<file path="src/rtl/exibe_sequencia_if.sv">
// LED/button interface between the game controller, the sequence memory
// and the sequence presenter. The presenter is the slave side: it takes the
// start request, the last-item index and the memory data, and drives the
// memory address, the LEDs and the status outputs.
interface exibe_sequencia_if;
   logic       iniciar;
   logic [3:0] ultimo;
   logic [3:0] dado;
   logic [3:0] endereco;
   logic [3:0] leds;
   logic       exibindo;
   logic       pronto;
   logic [3:0] db_estado;

   modport master (
      output iniciar, ultimo, dado,
      input  endereco, leds, exibindo, pronto, db_estado
   );

   modport slave (
      input  iniciar, ultimo, dado,
      output endereco, leds, exibindo, pronto, db_estado
   );
endinterface

</file>
<file path="src/rtl/exibe_sequencia.sv">
// Sequence presenter for the memory game. On a start request it walks the
// sequence memory from address 0 to the captured last index, showing each
// item on the LEDs for TEMPO_ON cycles followed by TEMPO_OFF dark cycles,
// then pulses pronto for one cycle. Every output is either a register or a
// decode of the registered state, so dado never reaches leds combinationally.
module exibe_sequencia #(
   parameter int TEMPO_ON  = 3,
   parameter int TEMPO_OFF = 2
) (
   input logic          clock,
   input logic          reset,
   exibe_sequencia_if.slave bus
);

   localparam int TEMPO_MAX = (TEMPO_ON > TEMPO_OFF) ? TEMPO_ON : TEMPO_OFF;
   localparam int TIMER_W   = (TEMPO_MAX > 1) ? $clog2(TEMPO_MAX) : 1;

   localparam logic [TIMER_W-1:0] ON_LAST  = TIMER_W'(TEMPO_ON - 1);
   localparam logic [TIMER_W-1:0] OFF_LAST = TIMER_W'(TEMPO_OFF - 1);

   typedef enum logic [2:0] {
      INICIAL = 3'd0,
      PREPARA = 3'd1,
      CARREGA = 3'd2,
      ACENDE  = 3'd3,
      APAGA   = 3'd4,
      PROXIMO = 3'd5,
      FIM     = 3'd6
   } estado_t;

   estado_t            estado;
   estado_t            estado_prox;
   logic [3:0]         endereco;
   logic [3:0]         ultimo_reg;
   logic [3:0]         led_reg;
   logic [TIMER_W-1:0] timer;

   logic               fim_aceso;
   logic               fim_apagado;
   logic               ultimo_item;

   assign fim_aceso   = (timer == ON_LAST);
   assign fim_apagado = (timer == OFF_LAST);
   assign ultimo_item = (endereco == ultimo_reg);

   // State register; reset overrides every transition.
   always_ff @(posedge clock) begin
      if (reset) begin
         estado <= INICIAL;
      end else begin
         estado <= estado_prox;
      end
   end

   // Next-state decode; iniciar is only looked at while idle.
   always_comb begin
      estado_prox = estado;
      case (estado)
         INICIAL: if (bus.iniciar) estado_prox = PREPARA;
         PREPARA: estado_prox = CARREGA;
         CARREGA: estado_prox = ACENDE;
         ACENDE:  if (fim_aceso) estado_prox = APAGA;
         APAGA: begin
            if (fim_apagado) begin
               estado_prox = ultimo_item ? FIM : PROXIMO;
            end
         end
         PROXIMO: estado_prox = CARREGA;
         FIM:     estado_prox = INICIAL;
         default: estado_prox = INICIAL;
      endcase
   end

   // Address counter, captured last index, LED register and phase timer.
   // Updates take effect on leaving the state, so the address is already
   // stable during the whole CARREGA cycle that latches dado.
   always_ff @(posedge clock) begin
      if (reset) begin
         endereco   <= '0;
         ultimo_reg <= '0;
         led_reg    <= '0;
         timer      <= '0;
      end else begin
         case (estado)
            PREPARA: begin
               endereco   <= '0;
               ultimo_reg <= bus.ultimo;
               timer      <= '0;
            end
            CARREGA: begin
               led_reg <= bus.dado;
            end
            ACENDE: begin
               timer <= fim_aceso ? '0 : timer + 1'b1;
            end
            APAGA: begin
               timer <= fim_apagado ? '0 : timer + 1'b1;
            end
            PROXIMO: begin
               endereco <= endereco + 4'd1;
            end
            default: begin
            end
         endcase
      end
   end

   // Output decode from the registered state and registers only.
   always_comb begin
      bus.leds      = (estado == ACENDE) ? led_reg : 4'd0;
      bus.exibindo  = (estado != INICIAL) && (estado != FIM);
      bus.pronto    = (estado == FIM);
      bus.db_estado = {1'b0, estado};
      bus.endereco  = endereco;
   end

endmodule

</file>
<file path="src/flat_wrapper.sv">
// flat-port wrapper written by rule: the top's interface ports become plain ports
module exibe_sequencia_flat 
#(
   parameter int TEMPO_ON  = 3,
   parameter int TEMPO_OFF = 2
)
  (clock, reset, bus_iniciar, bus_ultimo, bus_dado, bus_endereco, bus_leds, bus_exibindo, bus_pronto, bus_db_estado);
  exibe_sequencia_if bus_i ();
  input logic clock;
  input logic reset;
  input wire logic [$bits(bus_i.iniciar)-1:0] bus_iniciar;
  input wire logic [$bits(bus_i.ultimo)-1:0] bus_ultimo;
  input wire logic [$bits(bus_i.dado)-1:0] bus_dado;
  output wire logic [$bits(bus_i.endereco)-1:0] bus_endereco;
  output wire logic [$bits(bus_i.leds)-1:0] bus_leds;
  output wire logic [$bits(bus_i.exibindo)-1:0] bus_exibindo;
  output wire logic [$bits(bus_i.pronto)-1:0] bus_pronto;
  output wire logic [$bits(bus_i.db_estado)-1:0] bus_db_estado;
  assign bus_i.iniciar = bus_iniciar;
  assign bus_i.ultimo = bus_ultimo;
  assign bus_i.dado = bus_dado;
  assign bus_endereco = bus_i.endereco;
  assign bus_leds = bus_i.leds;
  assign bus_exibindo = bus_i.exibindo;
  assign bus_pronto = bus_i.pronto;
  assign bus_db_estado = bus_i.db_estado;
  exibe_sequencia #(.TEMPO_ON(TEMPO_ON), .TEMPO_OFF(TEMPO_OFF)) u_core (.clock(clock), .reset(reset), .bus(bus_i));
endmodule
</file>
<file path="config.mk">
export PLATFORM = sky130hd
export DESIGN_NAME = exibe_sequencia_flat
export DESIGN_NICKNAME = d
export VERILOG_FILES = /design/src/rtl/exibe_sequencia_if.sv /design/src/rtl/exibe_sequencia.sv /design/src/flat_wrapper.sv
export SDC_FILE = /design/constraint.sdc
export NUM_CORES = 1
export LEC_CHECK = 0
export CAP_MARGIN = 20
export CORE_MARGIN = 8
export CORE_UTILIZATION = 46
export CTS_CLUSTER_SIZE = 12
export DETAILED_ROUTE_END_ITERATION = 8
export PLACE_DENSITY_LB_ADDON = 0.3
export SLEW_MARGIN = 40
export SYNTH_ARGS = -nofsm -noshare
export SYNTH_HDL_FRONTEND = slang
export SYNTH_SLANG_ARGS = --single-unit
export TNS_END_PERCENT = 1
</file>
<file path="constraint.sdc">
create_clock -name clock -period 1.5 [get_ports clock]
set_input_delay 0.3 -clock clock [delete_from_list [all_inputs] [get_ports clock]]
set_output_delay 0.3 -clock clock [all_outputs]
set_load 0.1 [all_outputs]
</file>
==> impl_metrics.yaml <==
layout:
  instances_no_fill: 169
  fin_util: 0.759
  final_nets: 155
  final_cell_mix: "13 x nor2_1, 13 x buf_12, 11 x a21oi_1"
  syn_to_final_growth_pct: 61.6
  diodes: 0
  drive_gt1_frac: 0.338
synth:
  synth_area_leaders: "dfxtp_1 38%, a21oi_1 6.2%, nor2_1 5.9%"
  synthAdderAreaFrac: 0.0140
  synth_compound_area_frac: 0.172
  synth_top_family_by_area: "simple AND/OR/NAND/NOR gates"
  synth.distinct_cells: 34
  ys_seq_area_frac: 0.381
  yosys.area.top_type: "dfxtp_1"
  synth-xor-area-share: 0.0490
  synth_warnings: 0
  syn_inst: 111
  synthMuxAreaShare: 0.0574
  syn-num-nets: 123
  yosys.area_share.simple: 0.252
  netlist_area_um2: 893
  yosysTopAreaCellShare: 0.381
  synth-seq-cells: 17
  syn_avg_cell_area_um2: 8.05
worst_setup_path:
  cp-end-kind: "output pin"
  cp.arrival_ps: 1350
  critPathMaxFanout: 3
  worstReg2RegEnd: "u_core.estado[0]"
  reg2regPathDepth: 6
  critPathKind: "flop to output pin"
  cp.required_ps: 1200
  rrSetupSlack_ps: 80
  rr_startpoint: "u_core.estado[2]"
  startpoint_type: "flop"
power_and_ir_drop:
  p_total_w: 0.00110
  leakagePower_nw: 0.588
  combPwrFrac: 0.313
  clkPwrFrac: 0.231
  pwr-share-seq: 0.456
  power.internal_w: 0.000725
  p_switching_w: 0.000377
  p_sw_frac: 0.342
  ir_drop_mv: 0.518
  powerDensity_nw_per_um2: 763
drt:
  drc_errors: 0
  drt_iter0_drc: 14
  routedWlPerCell_um: 14.4
  drt-met1-wl_um: 1030
  ant_nets: 0
  vias: 898
  wl_um: 2440
  wl_met2_um: 1250
  top_layer: "met4"
  via_per_inst: 5.31
  first_pass_iters: 4
  wl_met3_um: 121
timing:
  period_minus_slack_ps: 1650
  rsz0062_at_grt: "true"
  setup_slack_ps: -153
  finalSetupTns_ps: -602
  final.period_utilization: 1.10
  final_max_slew_viol_count: 0
  skew_ps: 5.14
  hold_viol: 0
  setup_viol: 6
  clock.fmax_ghz: 0.605
die:
  rows: 16
  ios: 25
  start_util: 0.470
  dieArea_um2: 3610
  core_area_um2: 1900
  die_w_um: 60.1
  die_h_um: 60.1
clocking:
  clk_latency_ps: 300
  cts_tree: "yes"
  clkSinkCount: 17
  htreeDepth: 1
  cts-root-buf: "clkbuf_4"
  clk_path_buf_depth: 2
  clkTransAtPathRegs_ps: 100
  cts_made_buffers: 3
worst_hold_path:
  min_path_cells: 2
  min_from: "u_core.ultimo_reg[3]"
  holdCritPathClass: "flop to flop"
  hold_end: "u_core.ultimo_reg[3]"
grt:
  grt_antenna_before_repair: 0
  grt_pass1_wl_um: 3960
  grt_pass1_vias: 901
  grt-ovfl-total: 0
  grtUsageTotal: 0.147
  grt_max_degree: 16
place:
  placed_cells: 160
  hpwl_um: 1770
  dp_worst_setup_slack_ps: 20.6
  port_buffers: 23
  globalplace.congestion: 0.781
run:
  cap_violations: 0
run_status:
  violations: "negative setup slack"
  outcome: "finished, violations left"
==> per-stage QoR <==
stage | area [um2] | hold slack, ps
after floorplan | 970 | 436
after global placement | 1350 | 475
after detailed placement | 1350 | 486
after CTS | 1430 | 500
after global routing | 1440 | 539
final | 1440 | 505
==> worst max-delay path, cell delays in order (launching register included) <==
cell and delay [ps]:
dfxtp_4 360, and2b_1 180, or3_4 340, buf_12 170
==> area by class of cell <==
cell class                 count  area (um2)
multi-input combinational     82         546
tap                           27        33.8
clock inverter                 1        5.00
clock buffer                   3        22.5
inverter                       3        11.3
sequential                    17         357
fill                         138         458
timing repair buffer          36         469
==> power by group through the flow <==
stage | Combinational (W) | Clock, W | Sequential [W]
4_1_cts | 0.000339 | 0.000250 | 0.000502
2_1_floorplan | 0.000183 | 0 | 0.000544
3_3_place_gp | 0.000307 | 0 | 0.000514
5_1_grt | 0.000363 | 0.000272 | 0.000506
3_5_place_dp | 0.000314 | 0 | 0.000516
6_report | 0.000344 | 0.000255 | 0.000503
==> cells in the mapped netlist, drive strengths merged <==
cell and number:
nor3b 1, nor3 3, xor2 4, nor2b 3
nand3 3, conb 1, ha 1, a21o 1
o22a 1, a211oi 2, nand2 8, nand3b 1
a21oi 11, clkbuf 3, xnor2 1, inv 3
o41ai 1, nor4 1, nor2 14, a22oi 1
mux2 1, or3 1, a22o 1, mux2i 4
buf 6, o21ai 6, and2b 3, nand2b 2
a31oi 2, and3 4, dfxtp 17
==> per-layer routing <==
layer | GRT usage | vias to the layer above
met1 | 0.154 | 428
met4 | 0.0782 | 0
met2 | 0.257 | 25
li1 | - | 441
met5 | 0 | -
met3 | 0.0430 | 4
==> logic make-up (layout without fill, tap and decap cells) <==
kind of cell / after synthesis / in the layout
AND/OR/NAND/NOR: 44 / 44
multiplexers: 5 / 5
other: 1 / 1
XOR/XNOR: 5 / 5
buffers and inverters: 12 / 43
flip-flops: 17 / 17
AO/OA/AOI/OAI: 26 / 26
adder cells (fa/ha/maj): 1 / 1
==> worst max path at each step <==
stage                                start          endpoint  slack [ps]  depth (start not counted)
after global placement               reset  u_core.estado[0]          90                          5
final                     u_core.estado[1]      bus_exibindo        -150                          3
after floorplan           u_core.estado[2]      bus_exibindo        -190                          4
after CTS                 u_core.estado[1]      bus_exibindo        -150                          3
after detailed placement             reset  u_core.estado[0]          20                          5
after global routing      u_core.estado[1]      bus_exibindo        -190                          3
==> what timing repair did <==
item | CTS | global route
resized for setup | 4 | 2
hold buffers | 0 | 0
setup endpoints to repair | 6 | 7
setup buffers | 4 | 1
pin swaps | 4 | 0
gates cloned | 0 | 0
Power figures use the tool's default switching activity.
